`src/rtl/input_port_buffer_if.sv`:
```
// Link-side and arbitration-side signals of one router input-port buffer.
// The buffer itself connects through the slave modport; the driving side uses master.
interface input_port_buffer_if #(
    parameter int DATA_W = 32,
    parameter int M      = 5,
    parameter int CNT_W  = 3
);
    logic              i_valid;
    logic [DATA_W-1:0] i_data;
    logic [M-1:0]      i_route;
    logic              o_en;
    logic [M-1:0]      o_output_req;
    logic              i_input_grant;
    logic [DATA_W-1:0] o_data;
    logic [CNT_W-1:0]  o_count;
    logic              o_overflow;
    logic              o_route_err;
    logic              o_underflow;

    modport slave (
        input  i_valid, i_data, i_route, i_input_grant,
        output o_en, o_output_req, o_data, o_count,
        output o_overflow, o_route_err, o_underflow
    );

    modport master (
        output i_valid, i_data, i_route, i_input_grant,
        input  o_en, o_output_req, o_data, o_count,
        input  o_overflow, o_route_err, o_underflow
    );
endinterface

```
`src/rtl/input_port_buffer.sv`:
```
// Per-input-port flit FIFO: stores {route, data}, requests the head's output port,
// and pops the head in the cycle its input grant arrives.
module input_port_buffer #(
    parameter int DATA_W = 32,
    parameter int M      = 5,
    parameter int DEPTH  = 4,
    parameter int CNT_W  = $clog2(DEPTH + 1)
) (
    input logic                 clk,
    input logic                 reset,
    input logic                 ce,
    input_port_buffer_if.slave  bus
);
    localparam int PTR_W = $clog2(DEPTH);

    typedef struct packed {
        logic [M-1:0]      route;
        logic [DATA_W-1:0] data;
    } entry_t;

    entry_t           mem_q [DEPTH];
    entry_t           mem_d [DEPTH];
    logic [PTR_W-1:0] rd_ptr_q, rd_ptr_d;
    logic [PTR_W-1:0] wr_ptr_q, wr_ptr_d;
    logic [CNT_W-1:0] cnt_q, cnt_d;
    logic             ovf_q, ovf_d;
    logic             rerr_q, rerr_d;
    logic             udf_q, udf_d;

    logic   route_ok;
    logic   full;
    logic   empty;
    logic   push;
    logic   pop;
    entry_t head;

    assign route_ok = (bus.i_route != '0) && ((bus.i_route & (bus.i_route - 1'b1)) == '0);
    assign full     = (cnt_q == CNT_W'(DEPTH));
    assign empty    = (cnt_q == '0);
    assign pop      = ce && bus.i_input_grant && !empty;
    // A full buffer still accepts when the head leaves in the same cycle.
    assign push     = ce && bus.i_valid && route_ok && (!full || pop);
    assign head     = mem_q[rd_ptr_q];

    always_comb begin
        // NOTE: every signal written here gets a default first, so no path leaves one unassigned and infers a latch.
        mem_d    = mem_q;
        rd_ptr_d = rd_ptr_q;
        wr_ptr_d = wr_ptr_q;
        cnt_d    = cnt_q + CNT_W'(push) - CNT_W'(pop);
        ovf_d    = ovf_q;
        rerr_d   = rerr_q;
        udf_d    = udf_q;

        if (push) begin
            mem_d[wr_ptr_q] = '{route: bus.i_route, data: bus.i_data};
            wr_ptr_d        = wr_ptr_q + PTR_W'(1);
        end
        if (pop) begin
            rd_ptr_d = rd_ptr_q + PTR_W'(1);
        end
        if (ce && bus.i_valid && !route_ok) begin
            rerr_d = 1'b1;
        end
        if (ce && bus.i_valid && full && !pop) begin
            ovf_d = 1'b1;
        end
        if (ce && bus.i_input_grant && empty) begin
            udf_d = 1'b1;
        end
    end

    // NOTE: state registers use non-blocking assignments so every flop samples pre-edge values.
    always_ff @(posedge clk) begin
        if (reset) begin
            rd_ptr_q <= '0;
            wr_ptr_q <= '0;
            cnt_q    <= '0;
            ovf_q    <= 1'b0;
            rerr_q   <= 1'b0;
            udf_q    <= 1'b0;
        end else if (ce) begin
            rd_ptr_q <= rd_ptr_d;
            wr_ptr_q <= wr_ptr_d;
            cnt_q    <= cnt_d;
            ovf_q    <= ovf_d;
            rerr_q   <= rerr_d;
            udf_q    <= udf_d;
        end
    end

    // NOTE: storage is not reset; stale entries are never visible because outputs are gated by the count.
    always_ff @(posedge clk) begin
        mem_q <= mem_d;
    end

    assign bus.o_en         = !full;
    assign bus.o_output_req = empty ? '0 : head.route;
    assign bus.o_data       = empty ? '0 : head.data;
    assign bus.o_count      = cnt_q;
    assign bus.o_overflow   = ovf_q;
    assign bus.o_route_err  = rerr_q;
    assign bus.o_underflow  = udf_q;
endmodule

```
`src/flat_wrapper.sv`:
```
// flat-port wrapper written by rule: the top's interface ports become plain ports
module input_port_buffer_flat 
#(
    parameter int DATA_W = 32,
    parameter int M      = 5,
    parameter int DEPTH  = 4,
    parameter int CNT_W  = $clog2(DEPTH + 1)
)
  (clk, reset, ce, bus_i_valid, bus_i_data, bus_i_route, bus_i_input_grant, bus_o_en, bus_o_output_req, bus_o_data, bus_o_count, bus_o_overflow, bus_o_route_err, bus_o_underflow);
  input_port_buffer_if #(.DATA_W(DATA_W), .M(M), .CNT_W(CNT_W)) bus_i ();
  input logic clk;
  input logic reset;
  input logic ce;
  input wire logic [$bits(bus_i.i_valid)-1:0] bus_i_valid;
  input wire logic [$bits(bus_i.i_data)-1:0] bus_i_data;
  input wire logic [$bits(bus_i.i_route)-1:0] bus_i_route;
  input wire logic [$bits(bus_i.i_input_grant)-1:0] bus_i_input_grant;
  output wire logic [$bits(bus_i.o_en)-1:0] bus_o_en;
  output wire logic [$bits(bus_i.o_output_req)-1:0] bus_o_output_req;
  output wire logic [$bits(bus_i.o_data)-1:0] bus_o_data;
  output wire logic [$bits(bus_i.o_count)-1:0] bus_o_count;
  output wire logic [$bits(bus_i.o_overflow)-1:0] bus_o_overflow;
  output wire logic [$bits(bus_i.o_route_err)-1:0] bus_o_route_err;
  output wire logic [$bits(bus_i.o_underflow)-1:0] bus_o_underflow;
  assign bus_i.i_valid = bus_i_valid;
  assign bus_i.i_data = bus_i_data;
  assign bus_i.i_route = bus_i_route;
  assign bus_i.i_input_grant = bus_i_input_grant;
  assign bus_o_en = bus_i.o_en;
  assign bus_o_output_req = bus_i.o_output_req;
  assign bus_o_data = bus_i.o_data;
  assign bus_o_count = bus_i.o_count;
  assign bus_o_overflow = bus_i.o_overflow;
  assign bus_o_route_err = bus_i.o_route_err;
  assign bus_o_underflow = bus_i.o_underflow;
  input_port_buffer #(.DATA_W(DATA_W), .M(M), .DEPTH(DEPTH), .CNT_W(CNT_W)) u_core (.clk(clk), .reset(reset), .ce(ce), .bus(bus_i));
endmodule
```
`config.mk`:
```
export PLATFORM = sky130hd
export DESIGN_NAME = input_port_buffer_flat
export DESIGN_NICKNAME = d
export VERILOG_FILES = /design/src/rtl/input_port_buffer_if.sv /design/src/rtl/input_port_buffer.sv /design/src/flat_wrapper.sv
export SDC_FILE = /design/constraint.sdc
export NUM_CORES = 1
export LEC_CHECK = 0
export ABC_AREA = 1
export BUFFER_PORTS_ARGS = -buffer_cell sky130_fd_sc_hd__buf_2
export CAP_MARGIN = 20
export CORE_UTILIZATION = 40
export CTS_CLUSTER_SIZE = 12
export DETAILED_ROUTE_END_ITERATION = 8
export SLEW_MARGIN = 20
export SYNTH_ARGS = -nofsm -noshare
export SYNTH_HDL_FRONTEND = slang
export SYNTH_SLANG_ARGS = --single-unit
```
`constraint.sdc`:
```
create_clock -name clk -period 4.35 [get_ports clk]
set_clock_uncertainty 0.1 [all_clocks]
set_input_delay 0.87 -clock clk [delete_from_list [all_inputs] [get_ports clk]]
set_output_delay 0.87 -clock clk [all_outputs]
set_load 0.005 [all_outputs]
```
# [Yosys cells after proc, flatten, opt, wreduce, memory -nomap -nowiden]
# Index checks and enable logic that the tools add are counted.
[classes] addsub=5 mul=0 div_mod_pow=0 magnitude_cmp=3 eq_ne=1 shift=0 mux=8 n_bitwise=3 reduce_logical=24
[ops] operator="bitwise mux 148 bit" count=1
[ops] operator="2-to-1 mux 37 bit" count=3
[ops] operator="binary-select mux 37 bit (select 2 bit)" count=1
[ops] operator="demux 37 bit (select 2 bit)" count=1
[ops] operator="2-to-1 mux 32 bit" count=1
[ops] operator="logical AND 1 bit" count=11
[ops] operator="AND reduction 2 bit" count=5
[ops] operator=">= comparator 3 bit (second input constant)" count=2
[ops] operator="inverter 2 -> 3 bit" count=2
[ops] operator="bitwise AND 5 bit" count=1
[ops] operator="logical NOT 5 bit" count=1
[ops] operator="2-to-1 mux 5 bit" count=1
[ops] operator="nonzero test 5 bit" count=1
[ops] operator="subtractor 5 x 1 -> 5 bit (second input constant)" count=1
[ops] operator="adder 2 x 1 -> 2 bit (second input constant)" count=2
[ops] operator="logical NOT 1 bit" count=4
[ops] operator="adder 3 x 1 -> 3 bit" count=1
[ops] operator="equality test 3 bit (second input constant)" count=1
[ops] operator="logical NOT 3 bit" count=1
[ops] operator="less-than comparator 3 x 1 -> 1 bit (second input constant)" count=1
[ops] operator="subtractor 3 x 1 -> 3 bit" count=1
[ops] operator="logical OR 1 bit" count=1
[totals] ff_bits=158 latchBits=0 ramBits=0 romBits=0 in_bits=42 elab_cells=58 memories=0

# [Longest topological paths before layout]
[logic_depth] word_depth=8 depth_mapped=11 ltp_nobuf=11

# [Worst setup path before layout]
# OpenSTA, ideal clock, no wires.
[synth_path] path_kind="input port to flip-flop" start="in bus_i_route[2]" end="reg u_core.mem_q[0] (netlist bit) (enable)" setup_ps=432 arrival_ps=3011 t_required_ps=3818 path_slack_ps=807 path_stages=7 path_buffers=0 path_cell_list="nor2_1 > nand2_1 > nand2_2 > nand3_2 > nor2_4 > inv_2 > nor2_1"
[synth_via] elab_chain_cells=6 elab_cells_between_ends=7
[synth_rtl] item="start, declared" line="flat_wrapper.sv:16" text="input wire logic [$bits(bus_i.i_route)-1:0] bus_i_route;"
[synth_rtl] item="subtractor 5 x 1 -> 5 bit" line="input_port_buffer.sv:37" text="assign route_ok = (bus.i_route != '0) && ((bus.i_route & (bus.i_route - 1'b1)) == '0);"
[synth_rtl] item="bitwise AND 5 bit" line="input_port_buffer.sv:37"
[synth_rtl] item="logical NOT 5 bit" line="input_port_buffer.sv:37"
[synth_rtl] item="logical AND 1 bit (*)" line="input_port_buffer.sv:37"
[synth_rtl] item="logical AND 1 bit (*) (2 in series)" line="input_port_buffer.sv:42" text="assign push = ce && bus.i_valid && route_ok && (!full || pop);"
[synth_rtl] item="end signal, assigned" line="input_port_buffer.sv:94" text="mem_q <= mem_d;"
[synth_rtl] item="end, declared" line="input_port_buffer.sv:21" text="entry_t mem_q [DEPTH];"
# Every way passes the cells marked *; elsewhere a longest branch is shown, timed or not.
# A chain may end at the register's enable or synchronous reset.

# [Worst setup path in the final report]
[layout_path] start="reg u_core.rd_ptr_q[1]" end="out bus_o_data[13]"
[layout_via] elab_chain_cells=5
[layout_rtl] item="start, declared" line="input_port_buffer.sv:23" text="logic [PTR_W-1:0] rd_ptr_q, rd_ptr_d;"
[layout_rtl] item="start signal, assigned" line="input_port_buffer.sv:83" text="rd_ptr_q <= rd_ptr_d;"
[layout_rtl] item="inverter 2 -> 3 bit (implied by the code)" line="input_port_buffer.sv:43" text="assign head = mem_q[rd_ptr_q];"
[layout_rtl] item="binary-select mux 37 bit (select 2 bit)" line="input_port_buffer.sv:43"
[layout_rtl] item="2-to-1 mux 37 bit (implied by the code) (2 in series)" line="input_port_buffer.sv:43"
[layout_rtl] item="2-to-1 mux 32 bit" line="input_port_buffer.sv:99" text="assign bus.o_data = empty ? '0 : head.data;"
[layout_rtl] item="end, declared" line="flat_wrapper.sv:20" text="output wire logic [$bits(bus_i.o_data)-1:0] bus_o_data;"
# Every way passes these cells. The select of a mux whose other input is x is not followed.

==> key figures <==
Synthesis
  • Register area share after synthesis: 72.9%
  • Gate Count Post-Synth: 530
  • Simple-gate portion of the synthesized area: 11.8%
  • Post-synthesis register bit count: 158
  • Post-synth top cells: nor2_1 (166), edfxtp_1 (148), o21ai_0 (47)
  • Post-synthesis xor/xnor area fraction: 0%
  • Adder-Cell Fraction of Synth Area: 1.49%
  • Mean Syn Cell Area: 12.0 µm²
  • Yosys cell types: 22
  • Number of synthesis warnings: 0
  • EDFF count, synth: 148
  • Most frequent cell after synthesis: nor2_1
  • Largest cells by area after synthesis: edfxtp_1 (70%), nor2_1 (9.8%), o21ai_0 (3.7%)
  • Asr flop ratio synth: 0%
  • Synth top area share: 69.7%
  • Main synth FF type: edfxtp_1
  • Largest family of logic cells by synthesized area: simple AND/OR/NAND/NOR gates
  • Synth Area in Compound Gates: 9.66%
  • Net count after synthesis: 579
  • Mapped cell area: 6370 µm²
  • Post-synthesis mux area share: 0%
  • Synth area leader: edfxtp_1

Global routing
  • Initial antenna violation count: 0
  • Largest net degree at the start of global routing: 78
  • GRT Overall Usage: 17.2%
  • First-pass GRT wire length: 20.9 mm
  • Number of global-route vias before repair: 3,994
  • Congestion Overflow GR: 0

Timing
  • RSZ-0062 raised after global routing: false
  • Final hold vios: 0
  • Final period util: 75.7%
  • Final Max Slew Viols: 0
  • Setup TNS: 0 ns
  • Final setup fails: 0
  • Worst-Margin Slew: 0.935 ns
  • Final hold slack: 0.351 ns
  • Maximum clock frequency: 304 MHz
  • Final min period: 3.29 ns
  • Max-slew headroom: 37.6%

Power and ir drop
  • Internal power: 2610 µW
  • Sw Share: 21.5%
  • Leakage: 0.00277 µW
  • Sequential power share: 50.7%
  • Clk pwr share: 41.3%
  • Switching Power: 713 µW
  • VDD IR max: 0.295 mV
  • PwrDens: 440 nW/µm²
  • Final Power: 3320 µW
  • Logic pwr share: 8.0%

Outcome
  • Status: complete, no violations

Critical path
  • Crit Path Class: reg2out
  • Critical path required time: 3.38 ns
  • Worst setup SP type: flop
  • Critical Path AT: 2.32 ns
  • Crit end category: output port
  • Worst-path maximum fanout: 39

Layout
  • Layout cell share with drive strength beyond 1: 21.5%
  • Post-route insts no fill: 838
  • Post-route cell area: 7550 µm²
  • # diodes: 0
  • Layout Nets: 663
  • Fillers: 1,373
  • Layout area overhead: 18.5%

Detailed routing
  • WL/cell: 15.9 µm
  • DRT Pass-1 Iters: 4
  • DRC viols: 0
  • Vias per cell: 4.92
  • Vias: 4,121
  • Routed Antenna Nets: 0
  • Detailed Route Iter0 Violations: 240
  • Wirelength, routed: 13.3 mm

CTS
  • Clock slew at reported path FFs: 0.06 ns
  • CTS H-tree depth: 4
  • CTS Sinks: 158
  • Clk_lat worst skew: 0.42 ns
  • Post-CTS Setup Bufs: 0
  • CTS tree: yes
  • # hold bufs at CTS: 0
  • Maximum clock path buffer count: 2
  • Post-CTS sizing: 0
  • Root Buffer Master: clkbuf_16
  • TritonCTS buffer count: 17

Flow run
  • Maxcap violations: 0

Die
  • Core area: 15,400 µm²
  • Rows: 45
  • Io pins: 86
  • Initial Util: 41.5%
  • Die Y: 128 µm
  • Die width: 128 µm
  • Die ar.: 16,400 µm²

Placement
  • Placed Cells: 806
  • Gp weighted congestion: 0.743
  • IO Port Bufs: 85
  • DP HPWL: 8.46 mm
  • DP Area: 6990 µm²

Worst hold path
  • Hold Crit Class: reg2reg
## flip-flops by register name, indices dropped and copies added, names as in the netlist
signal                  cells
u_core.bus.o_underflow      1
u_core.bus.o_count          3
u_core.bus.o_overflow       1
u_core.mem_q              148
u_core.rd_ptr_q             2
u_core.wr_ptr_q             2
u_core.bus.o_route_err      1
## per-stage QoR
step	utilization, %	setup WS [ns]
2_1_floorplan	-	0.807
3_3_place_gp	45.5	1.29
3_5_place_dp	45.5	1.24
4_1_cts	49.1	1.04
5_1_grt	49.1	0.877
6_report	49.1	1.06
## logic make-up after synthesis
logic type / after synthesis
DFF: 158
AOI/OAI and AO/OA: 123
buffers and inverters: 51
and+or+nand+nor: 191
adders and majority gates: 7
## cells in the final DEF, fill, tap and decap left out, drive strengths merged
cell and n:
nor2 167, edfxtp 148, buf 94, o21ai 79
a21oi 44, clkbuf 27, inv 22, nand2 16
dfxtp 10, ha 6, nand3 6, clkinv 5
nor3 1, nor3b 1, fa 1
## worst max-delay path: stages (launching register included)
cell and delay [ns]:
dfxtp_2 0.31, buf_4 0.40, inv_2 0.44, nor2_1 0.20
o21ai_1 0.08, a21oi_1 0.28, buf_2 0.18
## path summary, 6_finish.rpt
path	start	to	slack [ns]	cells past startpoint
worst max-delay path	u_core.rd_ptr_q[1]$_SDFFE_PP0P_	bus_o_data[13]	1.06	6
worst min register to register	u_core.bus.o_underflow$_SDFFE_PP0P_	u_core.bus.o_underflow$_SDFFE_PP0P_	0.35	2
worst min-delay path	u_core.bus.o_underflow$_SDFFE_PP0P_	u_core.bus.o_underflow$_SDFFE_PP0P_	0.35	2
worst max register to register	u_core.bus.o_count[2]$_SDFFE_PP0P_	u_core.bus.o_count[2]$_SDFFE_PP0P_	1.49	10
## layer usage
layer  up-vias  GRT usage, %  part of all wire [%]
li1       2014             -                     -
met1      1983          22.2                    45
met2       112          27.3                    48
met3        12          5.01                   6.6
met4         0          6.85                   1.2
met5         -             0                     0
## area by class of cell
type / instances / area, µm² / share of cell area [%]
clock buffer: 27 / 536 / 7.09
clock inverter: 5 / 28.8 / 0.381
inverter: 22 / 82.6 / 1.09
multi-input combinational: 321 / 1500 / 19.9
sequential: 158 / 4650 / 61.5
tap: 211 / 264 / 3.50
timing repair buffer: 94 / 493 / 6.53
## power groups by stage
stage	clock network, µW	registers [µW]	logic, µW
2_1_floorplan	0	1710	149
3_3_place_gp	0	1710	266
3_5_place_dp	0	1720	270
4_1_cts	1400	1680	272
5_1_grt	1450	1680	301
6_report	1370	1680	266
Note: power is estimated with default switching activity, not from simulation.
